===== src/rtl/video_scale_pkg.sv =====
// Shared constants, FSM encoding and fixed-point helper for the video scale-factor controller.
package video_scale_pkg;

  localparam int VIN_XRES_DFLT = 960;
  localparam int VIN_YRES_DFLT = 540;
  localparam int FRAC_BITS     = 16;
  localparam int DIV_ITER      = 26;
  localparam int CNT_W         = 10;
  localparam logic [31:0] SCALE_UNITY = 32'h0001_0001;

  typedef enum logic [1:0] {
    ST_IDLE   = 2'd0,
    ST_DIV_W  = 2'd1,
    ST_DIV_H  = 2'd2,
    ST_COMMIT = 2'd3
  } scale_state_e;

  // Quotient to 16.16 scale word: zero-extend, then add the +1 bias.
  function automatic logic [31:0] to_scale(input logic [DIV_ITER-1:0] q);
    return 32'(q) + 32'd1;
  endfunction

endpackage


===== src/rtl/video_scale_ctrl_serial_div.sv =====
// Restoring serial divider, one quotient bit per clock. The start cycle
// already performs the first iteration, so done pulses DVD_W cycles after start.
module serial_div #(
  parameter int DVD_W = 26,
  parameter int DVS_W = 10
) (
  input  logic             clk,
  input  logic             rst,
  input  logic             start,
  input  logic [DVD_W-1:0] dividend,
  input  logic [DVS_W-1:0] divisor,
  output logic [DVD_W-1:0] quotient,
  output logic             done
);

  localparam int REM_W = DVS_W + 1;
  localparam int CNT_W = $clog2(DVD_W + 1);
  localparam logic [CNT_W-1:0] LAST_CNT = CNT_W'(DVD_W - 1);

  logic [REM_W-1:0] rem_r;
  logic [REM_W-1:0] src_rem_s;
  logic [REM_W-1:0] rem_nx_s;
  logic [REM_W:0]   shf_s;
  logic [DVD_W-1:0] dq_r;
  logic [DVD_W-1:0] src_dq_s;
  logic [DVD_W-1:0] dq_nx_s;
  logic [DVS_W-1:0] dvs_r;
  logic [DVS_W-1:0] src_dvs_s;
  logic [CNT_W-1:0] cnt_r;
  logic             run_r;
  logic             ge_s;

  // One restoring step on either the freshly loaded operands or the running state
  always_comb begin
    src_rem_s = rem_r;
    src_dq_s  = dq_r;
    src_dvs_s = dvs_r;
    if (start) begin
      src_rem_s = {REM_W{1'b0}};
      src_dq_s  = dividend;
      src_dvs_s = divisor;
    end else begin
      src_rem_s = rem_r;
      src_dq_s  = dq_r;
      src_dvs_s = dvs_r;
    end
    shf_s = {src_rem_s, src_dq_s[DVD_W-1]};
    ge_s  = (shf_s >= {2'b00, src_dvs_s});
    if (ge_s) begin
      rem_nx_s = REM_W'(shf_s - {2'b00, src_dvs_s});
    end else begin
      rem_nx_s = REM_W'(shf_s);
    end
    dq_nx_s = {src_dq_s[DVD_W-2:0], ge_s};
  end

  // Divider state, iteration counter and done pulse
  always_ff @(posedge clk) begin
    if (rst) begin
      rem_r <= {REM_W{1'b0}};
      dq_r  <= {DVD_W{1'b0}};
      dvs_r <= {DVS_W{1'b0}};
      cnt_r <= {CNT_W{1'b0}};
      run_r <= 1'b0;
      done  <= 1'b0;
    end else if (start) begin
      rem_r <= rem_nx_s;
      dq_r  <= dq_nx_s;
      dvs_r <= divisor;
      cnt_r <= CNT_W'(1);
      run_r <= 1'b1;
      done  <= 1'b0;
    end else if (run_r) begin
      rem_r <= rem_nx_s;
      dq_r  <= dq_nx_s;
      cnt_r <= cnt_r + CNT_W'(1);
      if (cnt_r == LAST_CNT) begin
        run_r <= 1'b0;
        done  <= 1'b1;
      end else begin
        done  <= 1'b0;
      end
    end else begin
      done <= 1'b0;
    end
  end

  assign quotient = dq_r;

endmodule


===== src/rtl/video_scale_ctrl.sv =====
// Zoom-level controller for the nearest-neighbour downscaler; commits cnt_x/cnt_y
// and 16.16 scale words atomically in vsync. Macro VIDEO_SCALE_SWEEP_EN enables auto-sweep.
module video_scale_ctrl
  import video_scale_pkg::*;
#(
  parameter int VIN_XRES  = VIN_XRES_DFLT,
  parameter int VIN_YRES  = VIN_YRES_DFLT,
  parameter int STEP_X    = 16,
  parameter int STEP_Y    = 9,
  parameter int MAX_LEVEL = 40
`ifdef VIDEO_SCALE_SWEEP_EN
  ,
  parameter int SWEEP_FRAMES = 4
`endif
) (
  input  logic             pixclk_in,
  input  logic             rst_in,
  input  logic             vs_in,
  input  logic             zoom_up,
  input  logic             zoom_dn,
  output logic [CNT_W-1:0] cnt_x,
  output logic [CNT_W-1:0] cnt_y,
  output logic [31:0]      scaler_width,
  output logic [31:0]      scaler_height,
  output logic             cfg_update,
  output logic             busy
);

  localparam logic [DIV_ITER-1:0] DVD_X   = DIV_ITER'(VIN_XRES << FRAC_BITS);
  localparam logic [DIV_ITER-1:0] DVD_Y   = DIV_ITER'(VIN_YRES << FRAC_BITS);
  localparam logic [CNT_W-1:0]    XRES_C  = CNT_W'(VIN_XRES);
  localparam logic [CNT_W-1:0]    YRES_C  = CNT_W'(VIN_YRES);
  localparam logic [CNT_W-1:0]    STEPX_C = CNT_W'(STEP_X);
  localparam logic [CNT_W-1:0]    STEPY_C = CNT_W'(STEP_Y);
  localparam logic [5:0]          MAXL_C  = 6'(MAX_LEVEL);

  scale_state_e        state_r;
  scale_state_e        state_nx_s;
  logic [5:0]          level_r;
  logic [5:0]          lvl_nx_s;
  logic                lvl_chg_s;
  logic                pending_r;
  logic                vs_d_r;
  logic                vs_rise_s;
  logic [CNT_W-1:0]    tx_s;
  logic [CNT_W-1:0]    ty_s;
  logic [CNT_W-1:0]    tx_r;
  logic [CNT_W-1:0]    ty_r;
  logic [31:0]         qw_r;
  logic [31:0]         qh_r;
  logic                div_start_s;
  logic [DIV_ITER-1:0] div_dvd_s;
  logic [CNT_W-1:0]    div_dvs_s;
  logic [DIV_ITER-1:0] div_q_s;
  logic                div_done_s;
  logic                capture_s;
  logic                latch_w_s;
  logic                latch_h_s;
  logic                commit_s;
  logic                abort_s;

  assign vs_rise_s = vs_in & ~vs_d_r;
  assign tx_s      = CNT_W'(level_r) * STEPX_C;
  assign ty_s      = CNT_W'(level_r) * STEPY_C;

`ifdef VIDEO_SCALE_SWEEP_EN
  localparam logic [7:0] FRM_LAST = 8'(SWEEP_FRAMES - 1);

  logic [7:0] frm_cnt_r;
  logic       dir_up_r;
  logic       step_s;
  logic       go_up_s;

  // Triangle sweep: one level step every SWEEP_FRAMES frames, turning at the ends
  always_comb begin
    step_s    = vs_rise_s && (frm_cnt_r == FRM_LAST);
    go_up_s   = dir_up_r ? (level_r != MAXL_C) : (level_r == 6'd0);
    lvl_nx_s  = level_r;
    lvl_chg_s = 1'b0;
    if (step_s) begin
      lvl_chg_s = 1'b1;
      lvl_nx_s  = go_up_s ? (level_r + 6'd1) : (level_r - 6'd1);
    end else begin
      lvl_chg_s = 1'b0;
      lvl_nx_s  = level_r;
    end
  end

  // Sweep frame counter and direction
  always_ff @(posedge pixclk_in) begin
    if (rst_in) begin
      frm_cnt_r <= 8'd0;
      dir_up_r  <= 1'b1;
    end else if (vs_rise_s) begin
      frm_cnt_r <= step_s ? 8'd0 : (frm_cnt_r + 8'd1);
      if (step_s) begin
        dir_up_r <= go_up_s;
      end
    end
  end
`else
  // Key-driven saturating level; simultaneous up/down cancels
  always_comb begin
    lvl_nx_s  = level_r;
    lvl_chg_s = 1'b0;
    if (zoom_up && !zoom_dn && (level_r != MAXL_C)) begin
      lvl_nx_s  = level_r + 6'd1;
      lvl_chg_s = 1'b1;
    end else if (zoom_dn && !zoom_up && (level_r != 6'd0)) begin
      lvl_nx_s  = level_r - 6'd1;
      lvl_chg_s = 1'b1;
    end else begin
      lvl_nx_s  = level_r;
      lvl_chg_s = 1'b0;
    end
  end
`endif

  // Next-state logic and divider sequencing
  always_comb begin
    state_nx_s  = state_r;
    div_start_s = 1'b0;
    div_dvd_s   = {DIV_ITER{1'b0}};
    div_dvs_s   = {CNT_W{1'b0}};
    capture_s   = 1'b0;
    latch_w_s   = 1'b0;
    latch_h_s   = 1'b0;
    commit_s    = 1'b0;
    abort_s     = 1'b0;
    case (state_r)
      ST_IDLE: begin
        if (vs_rise_s && pending_r) begin
          capture_s   = 1'b1;
          div_start_s = 1'b1;
          div_dvd_s   = DVD_X;
          div_dvs_s   = XRES_C - tx_s;
          state_nx_s  = ST_DIV_W;
        end else begin
          state_nx_s  = ST_IDLE;
        end
      end
      ST_DIV_W: begin
        if (!vs_in) begin
          abort_s     = 1'b1;
          state_nx_s  = ST_IDLE;
        end else if (div_done_s) begin
          latch_w_s   = 1'b1;
          div_start_s = 1'b1;
          div_dvd_s   = DVD_Y;
          div_dvs_s   = YRES_C - ty_r;
          state_nx_s  = ST_DIV_H;
        end else begin
          state_nx_s  = ST_DIV_W;
        end
      end
      ST_DIV_H: begin
        if (!vs_in) begin
          abort_s    = 1'b1;
          state_nx_s = ST_IDLE;
        end else if (div_done_s) begin
          latch_h_s  = 1'b1;
          state_nx_s = ST_COMMIT;
        end else begin
          state_nx_s = ST_DIV_H;
        end
      end
      ST_COMMIT: begin
        commit_s   = 1'b1;
        state_nx_s = ST_IDLE;
      end
      default: begin
        state_nx_s = ST_IDLE;
      end
    endcase
  end

  // Control state: FSM, level, pending flag, captured shrink and quotients
  always_ff @(posedge pixclk_in) begin
    if (rst_in) begin
      state_r   <= ST_IDLE;
      vs_d_r    <= 1'b0;
      level_r   <= 6'd0;
      pending_r <= 1'b0;
      tx_r      <= {CNT_W{1'b0}};
      ty_r      <= {CNT_W{1'b0}};
      qw_r      <= SCALE_UNITY;
      qh_r      <= SCALE_UNITY;
    end else begin
      state_r <= state_nx_s;
      vs_d_r  <= vs_in;
      level_r <= lvl_nx_s;
      // a level change in the capture cycle must survive for the next frame
      if (lvl_chg_s || abort_s) begin
        pending_r <= 1'b1;
      end else if (capture_s) begin
        pending_r <= 1'b0;
      end
      if (capture_s) begin
        tx_r <= tx_s;
        ty_r <= ty_s;
      end
      if (latch_w_s) begin
        qw_r <= to_scale(div_q_s);
      end
      if (latch_h_s) begin
        qh_r <= to_scale(div_q_s);
      end
    end
  end

  // Committed configuration, update strobe and busy flag
  always_ff @(posedge pixclk_in) begin
    if (rst_in) begin
      cnt_x         <= {CNT_W{1'b0}};
      cnt_y         <= {CNT_W{1'b0}};
      scaler_width  <= SCALE_UNITY;
      scaler_height <= SCALE_UNITY;
      cfg_update    <= 1'b0;
      busy          <= 1'b0;
    end else begin
      cfg_update <= commit_s;
      if (commit_s) begin
        cnt_x         <= tx_r;
        cnt_y         <= ty_r;
        scaler_width  <= qw_r;
        scaler_height <= qh_r;
      end
      if (capture_s) begin
        busy <= 1'b1;
      end else if (commit_s || abort_s) begin
        busy <= 1'b0;
      end
    end
  end

  serial_div #(
    .DVD_W (DIV_ITER),
    .DVS_W (CNT_W)
  ) u_div (
    .clk      (pixclk_in),
    .rst      (rst_in),
    .start    (div_start_s),
    .dividend (div_dvd_s),
    .divisor  (div_dvs_s),
    .quotient (div_q_s),
    .done     (div_done_s)
  );

endmodule

===== config.mk =====
export PLATFORM = sky130hd
export DESIGN_NAME = video_scale_ctrl
export DESIGN_NICKNAME = d
export VERILOG_FILES = /design/src/rtl/video_scale_pkg.sv /design/src/rtl/video_scale_ctrl_serial_div.sv /design/src/rtl/video_scale_ctrl.sv
export SDC_FILE = /design/constraint.sdc
export NUM_CORES = 1
export LEC_CHECK = 0
export CAP_MARGIN = 20
export CORE_ASPECT_RATIO = 0.6
export CORE_UTILIZATION = 30
export DETAILED_ROUTE_END_ITERATION = 10
export PLACE_DENSITY = 0.57
export SLEW_MARGIN = 20
export SYNTH_ARGS = -nofsm -noshare
export SYNTH_HDL_FRONTEND = slang
export SYNTH_SLANG_ARGS = --single-unit

===== constraint.sdc =====
create_clock -name pixclk_in -period 6.4 [get_ports pixclk_in]
set_input_delay 0.96 -clock pixclk_in [delete_from_list [all_inputs] [get_ports pixclk_in]]
set_output_delay 0.96 -clock pixclk_in [all_outputs]
set_load 0.01 [all_outputs]

==> results.sh, run 1 <==
export IMPL_outcome="completed"
export IMPL_worst_r2r_endpoint="u_div.rem_r[8]$_SDFFE_PP0P_"
export IMPL_cts_htree_levels=4
export IMPL_path_class="input port to flip-flop"
export IMPL_ys_top_cells_by_area="dfxtp_1, mux2i_1, nor2_1, ha_1, a211oi_1"
export IMPL_crit_buf_inv=1
export IMPL_synth_warnings=0
export IMPL_synth_sequential_area_ratio=0.448
export IMPL_wl_per_cell_um=14.6
export IMPL_cts_repair_resize_count=0
export IMPL_final_layout_size_suffix_gt1_frac=0.0635
export IMPL_io_pins=91
export IMPL_fp_dieArea_um2=30500
export IMPL_syn_area_um2=8930
export IMPL_hp_start="tx_r[9]$_SDFFE_PP0P_"
export IMPL_nature_of_the_critical_path_endpoint="flip-flop"
export IMPL_tritoncts_num_buffers=17
export IMPL_numPortBuffers=76
export IMPL_first_pass_grt_wire_length_um=34000
export IMPL_finalSetupTns_ns=0
export IMPL_swShare=0.305
export IMPL_finalWirelength_um=20800
export IMPL_finalHoldViolCount=0
export IMPL_maxSlewViolCount=0
export IMPL_globalRoute_totalOverflow=0
export IMPL_share_seq_of_total_power=0.461
export IMPL_tritoncts_num_sinks=200
export IMPL_slew_headroom=0.303
export IMPL_core_area_um2=29000
export IMPL_finalCriticalPeriod_ns=4.93
export IMPL_netlist_top_cells_count="dfxtp_1, nor2_1, mux2i_1"
export IMPL_part_of_the_power_in_combinational_logic=0.190
export IMPL_critical_path_startpoint_type="input port"
export IMPL_avgViaCountPerCell=4.60
export IMPL_synthFlopType="dfxtp_1"
export IMPL_cp_cell_sequence="clkdlybuf4s50_1 -> nand2_1 -> nand3_1 -> o21ai_0 -> ha_1 -> fa_1 -> nand2b_1 -> a21oi_1 -> a31oi_1 -> o211ai_2 -> mux2_2 -> a22o_1"
export IMPL_nNetsFinal=1048
export IMPL_post_synth_top_area_fraction=0.448
export IMPL_cellLeakagePower_nw=3.66
export IMPL_grt_antenna_before_repair=0
export IMPL_first_global_vias=6208
export IMPL_worstHoldEndpoint="tx_r[9]$_SDFFE_PP0P_"
export IMPL_ant_nets=0
export IMPL_cts_tree="yes"
export IMPL_syn_mean_instance_area_um2=9.13
export IMPL_hold_path_class="flip-flop to flip-flop"
export IMPL_largest_net_degree_at_the_start_of_global_routing=103
export IMPL_worstRegToRegCells=12
export IMPL_clk_tree_root_cell="clkbuf_16"
export IMPL_synth_enable_flop_cells=0
export IMPL_timing_hold_worst_path_depth=2
export IMPL_critPathMaxFanout=20
export IMPL_gp_routability_congestion=0.832
export IMPL_grt_setup_unrepaired="false"
export IMPL_worstPathRequired_ns=6.73
export IMPL_floorplan_initialDensity=0.308
export IMPL_p_clk_frac=0.349
export IMPL_post_cts_hold_buffer_count=0
export IMPL_async_flop_share=0
export IMPL_clock_latency_ns=0.44
export IMPL_achievable_frequency_ghz=0.203
export IMPL_clk_path_buf_depth=2
export IMPL_area_growth_syn_to_layout_pct=17.4
export IMPL_synth_cell_type_count=62
export IMPL_yosysMostFrequentCell="dfxtp_1"
export IMPL_total_via_count_in_the_routed_design=6555
export IMPL_fp_dieW_um=225
export IMPL_p_sw_uw=895
export IMPL_global_route_usage_sum=0.141
export IMPL_num_antenna_cells=0
export IMPL_crit_path_top_delay_cell="clkdlybuf4s50_1"
export IMPL_cts_reportedPaths_clkPinSlew_ns=0.07
export IMPL_ys_seq_elements=200
export IMPL_cts_post_setup_buffers_inserted=0
export IMPL_ir_worst_vdd_v=0.000159
export IMPL_transition_time_at_the_pin_with_the_least_slew_margin_ns=1.05
export IMPL_synth_area_leader="dfxtp_1"
export IMPL_critical_path_max_stage_delay_ns=0.69
export IMPL_finalClockSkew_ns=0.0104
export IMPL_setup_viol_count_final=0
export IMPL_detailedPlacementHpwl_um=14400
export IMPL_min_period_over_period=0.771
export IMPL_max_cap_violations=0
export IMPL_r2r_start="state_r[0]$_SDFF_PP0_"
export IMPL_reg2reg_slack_ns=1.93
export IMPL_drt_iter0_drc=405
export IMPL_cellInternalPower_mw=2.04
export IMPL_cpLargestDelayFamily="compound AO/OA/AOI/OAI gates"
export IMPL_die_height_um=136
export IMPL_design_power_total_mw=2.94
export IMPL_power_per_cell_area_nw_per_um2=280
export IMPL_synthCells=978
export IMPL_rows=48
export IMPL_firstDrtPassIters=5
export IMPL_residual_drc_count=0
export IMPL_critPathArrivalTime_ns=5.26
==> worst max path at each step <==
stage               start                           to  slack, ns  depth (start not counted)
finish              vs_in  u_div.rem_r[8]$_SDFFE_PP0P_       1.47                         12
global route        vs_in  u_div.rem_r[8]$_SDFFE_PP0P_       1.06                         12
CTS                 vs_in  u_div.rem_r[8]$_SDFFE_PP0P_       1.56                         10
detailed placement  vs_in  u_div.rem_r[1]$_SDFFE_PP0P_       1.11                         12
global placement    vs_in  u_div.rem_r[8]$_SDFFE_PP0P_       1.23                         10
floorplan           vs_in  u_div.rem_r[8]$_SDFFE_PP0P_       2.69                         13
==> worst min-delay path, cell delays in order, from the launching register on <==
cell	delay, ns
dfxtp_1	0.31
nand2_1	0.05
a21oi_1	0.05
==> final cells by class <==
class	count	area (um2)
Clock buffer	19	443
Clock inverter	13	111
Fill cell	2947	18500
Inverter	17	63.8
Multi-Input combinational cell	692	4540
Sequential cell	200	4000
Tap cell	400	500
Timing Repair Buffer	83	827
==> layout by cell type (no fill, tap or decap), types with 17 or more instances in the layout <==
master           count
a211oi_1            47
clkdlybuf4s50_1     75
xor2_1              20
nor3_1              21
a21oi_1             44
mux2i_1             92
nor2_1             198
clkbuf_16           17
dfxtp_1            200
xnor2_1             31
ha_1                28
nand2_1             55
inv_1               17
==> per-stage QoR <==
stage / utilization / setup WS (ns) / hold slack, ns / area, um2 / instances
6_report: 0.361 / 1.47 / 0.459 / 10500 / 1424
2_1_floorplan: - / 2.69 / 0.436 / 8980 / 991
3_5_place_dp: 0.342 / 1.11 / 0.456 / 9910 / 1391
5_1_grt: 0.361 / 1.06 / 0.483 / 10500 / 1424
3_3_place_gp: 0.342 / 1.23 / 0.451 / 9910 / 1391
4_1_cts: 0.361 / 1.56 / 0.464 / 10500 / 1423
==> cell families after synthesis <==
group                    count (synthesis)  synth area share
AO/OA/AOI/OAI                          149             0.114
XOR/XNOR                                51            0.0500
other                                    1          0.000420
flip-flops                             200             0.448
multiplexers                            99             0.112
buffers and inverters                   99            0.0510
adder cells (fa/ha/maj)                 32            0.0473
AND/OR/NAND/NOR                        347             0.177
==> power by group through the flow <==
| stage | Clock, mW | Sequential, mW | Combinational, mW |
|---|---|---|---|
| finish | 1.03 | 1.35 | 0.557 |
| global route | 1.10 | 1.36 | 0.622 |
| CTS | 1.05 | 1.35 | 0.552 |
| detailed placement | 0 | 1.38 | 0.547 |
| global placement | 0 | 1.38 | 0.538 |
| floorplan | 0 | 1.34 | 0.481 |
==> flip-flops by register name, summed over array words and instances (netlist names) <==
| name | cells |
|---|---|
| u_div.quotient | 26 |
| u_div.done | 1 |
| scaler_width | 27 |
| cnt_x | 3 |
| tx_r | 3 |
| state_r | 2 |
| u_div.run_r | 1 |
| cnt_y | 10 |
| u_div.dvs_r | 10 |
| vs_d_r | 1 |
| ty_r | 10 |
| busy | 1 |
| qw_r | 27 |
| scaler_height | 27 |
| level_r | 6 |
| u_div.rem_r | 11 |
| qh_r | 27 |
| cfg_update | 1 |
| u_div.cnt_r | 5 |
| pending_r | 1 |
==> metal layers <==
layer / share of wire / global-route usage
met2: 0.38 / 0.188
met5: 0 / 0
met1: 0.57 / 0.221
met3: 0.038 / 0.0260
met4: 0.013 / 0.0431
(Power assumes the default switching activity.)
==> run 2, diff against run 1 <==
PLACE_DENSITY = 0.58   (was 0.57)
clock period = 4.3 ns   (was 6.4 ns; I/O delays follow)
==> results.sh, run 2 (synthesis gave the netlist of run 1 again) <==
export IMPL_detailedPlacementHpwl_um=14700
export IMPL_tritoncts_num_sinks=200
export IMPL_power_per_cell_area_nw_per_um2=427
export IMPL_fin_cells=1431
export IMPL_cts_htree_levels=4
export IMPL_globalRoute_totalOverflow=0
export IMPL_finalSetupTns_ns=0
export IMPL_cts_tree="yes"
export IMPL_finalHoldViolCount=0
export IMPL_cellLeakagePower_nw=3.71
export IMPL_core_area_um2=29000
export IMPL_ir_worst_vdd_v=0.000229
export IMPL_first_pass_grt_wire_length_um=34400
export IMPL_finalWirelength_um=21100
export IMPL_tritoncts_num_buffers=17
export IMPL_nature_of_the_critical_path_endpoint="flip-flop"
export IMPL_critPathMaxFanout=13
export IMPL_rows=48
export IMPL_setup_viol_count_final=0
export IMPL_finalClockSkew_ns=0.0107
export IMPL_num_antenna_cells=0
export IMPL_achievable_frequency_ghz=0.263
export IMPL_avgViaCountPerCell=4.66
export IMPL_ant_nets=0
export IMPL_highest_signal_layer="met4"
export IMPL_die_height_um=136
export IMPL_cts_reportedPaths_clkPinSlew_ns=0.07
export IMPL_final_layout_size_suffix_gt1_frac=0.0698
export IMPL_floorplan_initialDensity=0.308
export IMPL_global_route_usage_sum=0.143
export IMPL_reg2reg_slack_ns=0.50
export IMPL_area_growth_syn_to_layout_pct=18.2
export IMPL_detailed_place_area_um2=9970
export IMPL_finish_utilization=0.364
export IMPL_clk_path_buf_depth=2
export IMPL_fp_dieW_um=225
export IMPL_post_cts_hold_buffer_count=0
export IMPL_critical_path_startpoint_type="flip-flop"
export IMPL_finalInstanceArea_um2=10600
export IMPL_first_global_vias=6154
export IMPL_maxSlewViolCount=0
export IMPL_cts_repair_resize_count=0
export IMPL_place_worst_setup_slack_ns=0.205
export IMPL_residual_drc_count=0
export IMPL_mostFrequentLayoutCells="dfxtp_1, nor2_1, mux2i_1"
export IMPL_largest_net_degree_at_the_start_of_global_routing=67
export IMPL_hold_path_class="flip-flop to flip-flop"
export IMPL_met1Wirelength_um=11600
export IMPL_r2r_start="state_r[0]$_SDFF_PP0_"
export IMPL_met2RoutedLength_um=8170
export IMPL_worstHoldEndpoint="tx_r[7]$_SDFFE_PP0P_"
export IMPL_holdWs_ns=0.462
export IMPL_min_period_over_period=0.883
export IMPL_nNetsFinal=1055
export IMPL_path_class="flip-flop to flip-flop"
export IMPL_worst_r2r_endpoint="u_div.rem_r[9]$_SDFFE_PP0P_"
export IMPL_numPortBuffers=76
export IMPL_worstRegToRegCells=14
export IMPL_met3_length_um=1190
export IMPL_grt_setup_unrepaired="false"
export IMPL_critPathArrivalTime_ns=4.12
export IMPL_layout_setup_ws_ns=0.505
export IMPL_timing_hold_worst_path_depth=2
export IMPL_transition_time_at_the_pin_with_the_least_slew_margin_ns=1.00
export IMPL_wl_per_cell_um=14.7
export IMPL_hp_start="tx_r[7]$_SDFFE_PP0P_"
export IMPL_max_cap_violations=0
export IMPL_final_common_cell="dfxtp_1"
export IMPL_drt_iter0_drc=462
export IMPL_fp_dieArea_um2=30500
export IMPL_slew_headroom=0.331
export IMPL_finalCriticalPeriod_ns=3.80
export IMPL_total_placed_cells_including_tap_cells=1399
export IMPL_num_fill_cells=2908
export IMPL_gp_routability_congestion=0.878
export IMPL_total_via_count_in_the_routed_design=6672
export IMPL_clock_latency_ns=0.44
export IMPL_clk_tree_root_cell="clkbuf_16"
export IMPL_outcome="completed"
export IMPL_io_pins=91
export IMPL_firstDrtPassIters=5
export IMPL_cts_post_setup_buffers_inserted=0
export IMPL_grt_antenna_before_repair=0
export IMPL_design_power_total_mw=4.51
export IMPL_worstPathRequired_ns=4.63
## run 2: cell count changes in the layout (fill, tap and decap cells not counted), sizes merged
cell / before / now
buf: 8 / 15
clkinv: 4 / 5
bufinv: 0 / 2
clkbuf: 19 / 18
clkinvlp: 2 / 0
## run 2: area by class of cell
cell class,count,area [um2],share of cell area
timing repair buffer,90,867,0.0821
sequential,200,4000,0.379
clock buffer,18,429,0.0406
multi-input combinational,692,4540,0.429
tap,400,500,0.0474
inverter,17,63.8,0.00604
clock inverter,14,163,0.0154
## run 2: power breakdown
part | internal (mW) | total (mW) | switching [mW]
logic | 0.381 | 0.876 | 0.495
clock network | 0.876 | 1.63 | 0.756
registers | 1.91 | 2.00 | 0.0919
## run 2: metal layers
metal | vias up | track usage
met5 | - | 0
met2 | 131 | 0.191
met4 | 0 | 0.0295
met1 | 3104 | 0.223
met3 | 10 | 0.0382
li1 | 3427 | -
## run 2: worst max path at each step
stage / from / end / cells after the start
6_report: state_r[0]$_SDFF_PP0_ / u_div.rem_r[9]$_SDFFE_PP0P_ / 14
5_1_grt: state_r[0]$_SDFF_PP0_ / u_div.rem_r[9]$_SDFFE_PP0P_ / 14
4_1_cts: state_r[0]$_SDFF_PP0_ / u_div.rem_r[9]$_SDFFE_PP0P_ / 14
3_5_place_dp: vs_in / u_div.rem_r[9]$_SDFFE_PP0P_ / 12
3_3_place_gp: vs_in / u_div.rem_r[9]$_SDFFE_PP0P_ / 12
2_1_floorplan: vs_in / u_div.rem_r[8]$_SDFFE_PP0P_ / 13
## run 2: critical path, cell delays in order, from the launching register on
cell and delay, ns:
dfxtp_1 0.41, inv_1 0.09, ha_1 0.23, and3b_1 0.21
o21ai_2 0.44, buf_4 0.28, nand2_1 0.12, fa_1 0.40
nand2b_1 0.19, a21oi_1 0.21, a31oi_1 0.20, o211ai_2 0.30
buf_4 0.21, nor3_1 0.06, a311o_1 0.32
==> run 3, diff against run 2 <==
CORE_MARGIN = 2   (was unset)
CORE_UTILIZATION = 49   (was 30)
PLACE_DENSITY = 0.82   (was 0.58)
SKIP_CTS_REPAIR_TIMING = 1   (was unset)
==> results.sh, run 3 (synthesis gave the netlist of run 1 again) <==
export IMPL_outcome="completed"
export IMPL_fp_dieArea_um2=19400
export IMPL_min_period_over_period=0.901
export IMPL_firstDrtPassIters=4
export IMPL_area_growth_syn_to_layout_pct=16.4
export IMPL_first_pass_grt_wire_length_um=31800
export IMPL_reg2reg_slack_ns=0.42
export IMPL_critical_path_startpoint_type="flip-flop"
export IMPL_tritoncts_num_buffers=17
export IMPL_cp_common_cell="ha_1"
export IMPL_setup_viol_count_final=0
export IMPL_num_antenna_cells=0
export IMPL_clk_path_buf_depth=2
export IMPL_worstHoldEndpoint="tx_r[9]$_SDFFE_PP0P_"
export IMPL_finalHoldViolCount=0
export IMPL_avgViaCountPerCell=5.43
export IMPL_p_clk_frac=0.359
export IMPL_drt_iter0_drc=640
export IMPL_slew_headroom=0.301
export IMPL_grt_setup_unrepaired="false"
export IMPL_core_area_um2=18000
export IMPL_cellLeakagePower_nw=3.71
export IMPL_final_common_cell="dfxtp_1"
export IMPL_max_cap_violations=0
export IMPL_total_placed_cells_including_tap_cells=1237
export IMPL_finalCriticalPeriod_ns=3.88
export IMPL_worst_r2r_endpoint="u_div.rem_r[5]$_SDFFE_PP0P_"
export IMPL_hp_start="tx_r[9]$_SDFFE_PP0P_"
export IMPL_worstPathRequired_ns=4.65
export IMPL_critical_path_max_stage_delay_ns=0.58
export IMPL_crit_buf_inv=2
export IMPL_multiInputGateArea_um2=4540
export IMPL_crit_path_top_delay_cell="a222oi_1"
export IMPL_mostFrequentLayoutCells="dfxtp_1, nor2_1, mux2i_1"
export IMPL_die_height_um=109
export IMPL_power_per_cell_area_nw_per_um2=432
export IMPL_tritoncts_num_sinks=200
export IMPL_grt_antenna_before_repair=0
export IMPL_p_sw_mw=1.41
export IMPL_nature_of_the_critical_path_endpoint="flip-flop"
export IMPL_wl_per_cell_um=15.6
export IMPL_fin_cells=1269
export IMPL_fp_dieW_um=178
export IMPL_global_route_usage_sum=0.209
export IMPL_hold_path_class="flip-flop to flip-flop"
export IMPL_critPathMaxFanout=8
export IMPL_cp_cell_sequence="inv_1 -> ha_1 -> nor2_1 -> a2111oi_1 -> xnor2_1 -> a222oi_1 -> ha_1 -> nand2_1 -> nor4_1 -> a21oi_1 -> o211ai_2 -> buf_4 -> mux2i_1 -> a211oi_1"
export IMPL_finalClockSkew_ns=0.0166
export IMPL_rows=38
export IMPL_ir_worst_vdd_v=0.000299
export IMPL_cts_tree="yes"
export IMPL_cts_htree_levels=4
export IMPL_holdWs_ns=0.459
export IMPL_transition_time_at_the_pin_with_the_least_slew_margin_ns=1.05
export IMPL_share_seq_of_total_power=0.447
export IMPL_critPathArrivalTime_ns=4.23
export IMPL_total_via_count_in_the_routed_design=6888
export IMPL_r2r_start="ty_r[0]$_SDFFE_PP0P_"
export IMPL_first_global_vias=6218
export IMPL_cpLargestDelayFamily="compound AO/OA/AOI/OAI gates"
export IMPL_timing_hold_worst_path_depth=2
export IMPL_worstRegToRegCells=14
export IMPL_achievable_frequency_ghz=0.258
export IMPL_path_class="flip-flop to flip-flop"
export IMPL_nNetsFinal=1053
export IMPL_io_pins=91
export IMPL_cellInternalPower_mw=3.08
export IMPL_final_seq_area_um2=4000
export IMPL_clk_tree_root_cell="clkbuf_16"
export IMPL_gp_routability_congestion=0.908
export IMPL_numPortBuffers=76
export IMPL_maxSlewViolCount=0
export IMPL_finalWirelength_um=19800
export IMPL_largest_net_degree_at_the_start_of_global_routing=143
export IMPL_globalRoute_totalOverflow=0
export IMPL_floorplan_initialDensity=0.497
export IMPL_finalInstanceArea_um2=10400
export IMPL_num_fill_cells=1514
export IMPL_swShare=0.314
export IMPL_residual_drc_count=0
export IMPL_finalSetupTns_ns=0
export IMPL_ant_nets=0
export IMPL_detailedPlacementHpwl_um=13500
export IMPL_final_layout_size_suffix_gt1_frac=0.0690
export IMPL_cts_reportedPaths_clkPinSlew_ns=0.08
export IMPL_detailed_place_area_um2=9770
export IMPL_part_of_the_power_in_combinational_logic=0.195
export IMPL_clock_latency_ns=0.44
==> run 3: cell count changes in the layout (fill, tap and decap cells not counted) <==
cell / before / now
clkinv_8: 0 / 10
inv_6: 5 / 2
buf_4: 14 / 12
bufinv_16: 2 / 0
clkinv_2: 2 / 0
inv_8: 2 / 0
buf_12: 0 / 1
buf_6: 1 / 0
clkbuf_1: 1 / 0
clkinv_4: 3 / 2
clkinvlp_4: 0 / 1
==> run 3: metal layers <==
metal	GRT usage	vias to the layer above	part of all wire
li1	-	3422	-
met1	0.311	3256	0.50
met2	0.298	198	0.42
met3	0.0541	12	0.073
met4	0.0517	0	0.0075
met5	0	-	0
==> run 3: area by class of cell <==
| class | count | share of cell area |
|---|---|---|
| Tap cell | 240 | 0.0289 |
| Timing Repair Buffer | 88 | 0.0828 |
| Multi-Input combinational cell | 692 | 0.436 |
| Clock buffer | 17 | 0.0409 |
| Sequential cell | 200 | 0.385 |
| Clock inverter | 15 | 0.0197 |
| Inverter | 17 | 0.00614 |
==> run 3: worst max-delay path by stage <==
| stage | from | endpoint | slack, ns | depth (start not counted) |
|---|---|---|---|---|
| after floorplan | vs_in | u_div.rem_r[8]$_SDFFE_PP0P_ | 0.90 | 13 |
| after global placement | vs_in | u_div.rem_r[9]$_SDFFE_PP0P_ | 0.29 | 13 |
| after detailed placement | vs_in | u_div.rem_r[9]$_SDFFE_PP0P_ | 0.13 | 13 |
| after CTS | state_r[0]$_SDFF_PP0_ | u_div.rem_r[9]$_SDFFE_PP0P_ | 0.50 | 15 |
| after global routing | state_r[1]$_SDFF_PP0_ | u_div.rem_r[9]$_SDFFE_PP0P_ | 0.19 | 15 |
| final | ty_r[0]$_SDFFE_PP0P_ | u_div.rem_r[5]$_SDFFE_PP0P_ | 0.42 | 14 |
==> run 3: worst min-delay path: stages (launching register included) <==
cell	delay [ns]
dfxtp_1	0.32
nand2_1	0.05
a21oi_1	0.05
==> run 3: power by group through the flow <==
stage / Sequential [mW] / Combinational (mW) / Clock (mW)
finish: 2.01 / 0.874 / 1.61
global route: 2.02 / 0.963 / 1.70
CTS: 2.00 / 0.860 / 1.63
detailed placement: 2.05 / 0.843 / 0
global placement: 2.04 / 0.817 / 0
floorplan: 1.99 / 0.716 / 0
==> run 3: metrics by stage <==
| step | util | power, mW | setup WS, ns |
|---|---|---|---|
| 2_1_floorplan | - | 2.71 | 0.901 |
| 3_3_place_gp | 0.543 | 2.86 | 0.292 |
| 3_5_place_dp | 0.543 | 2.89 | 0.133 |
| 4_1_cts | 0.578 | 4.49 | 0.501 |
| 5_1_grt | 0.578 | 4.68 | 0.192 |
| 6_report | 0.578 | 4.49 | 0.424 |
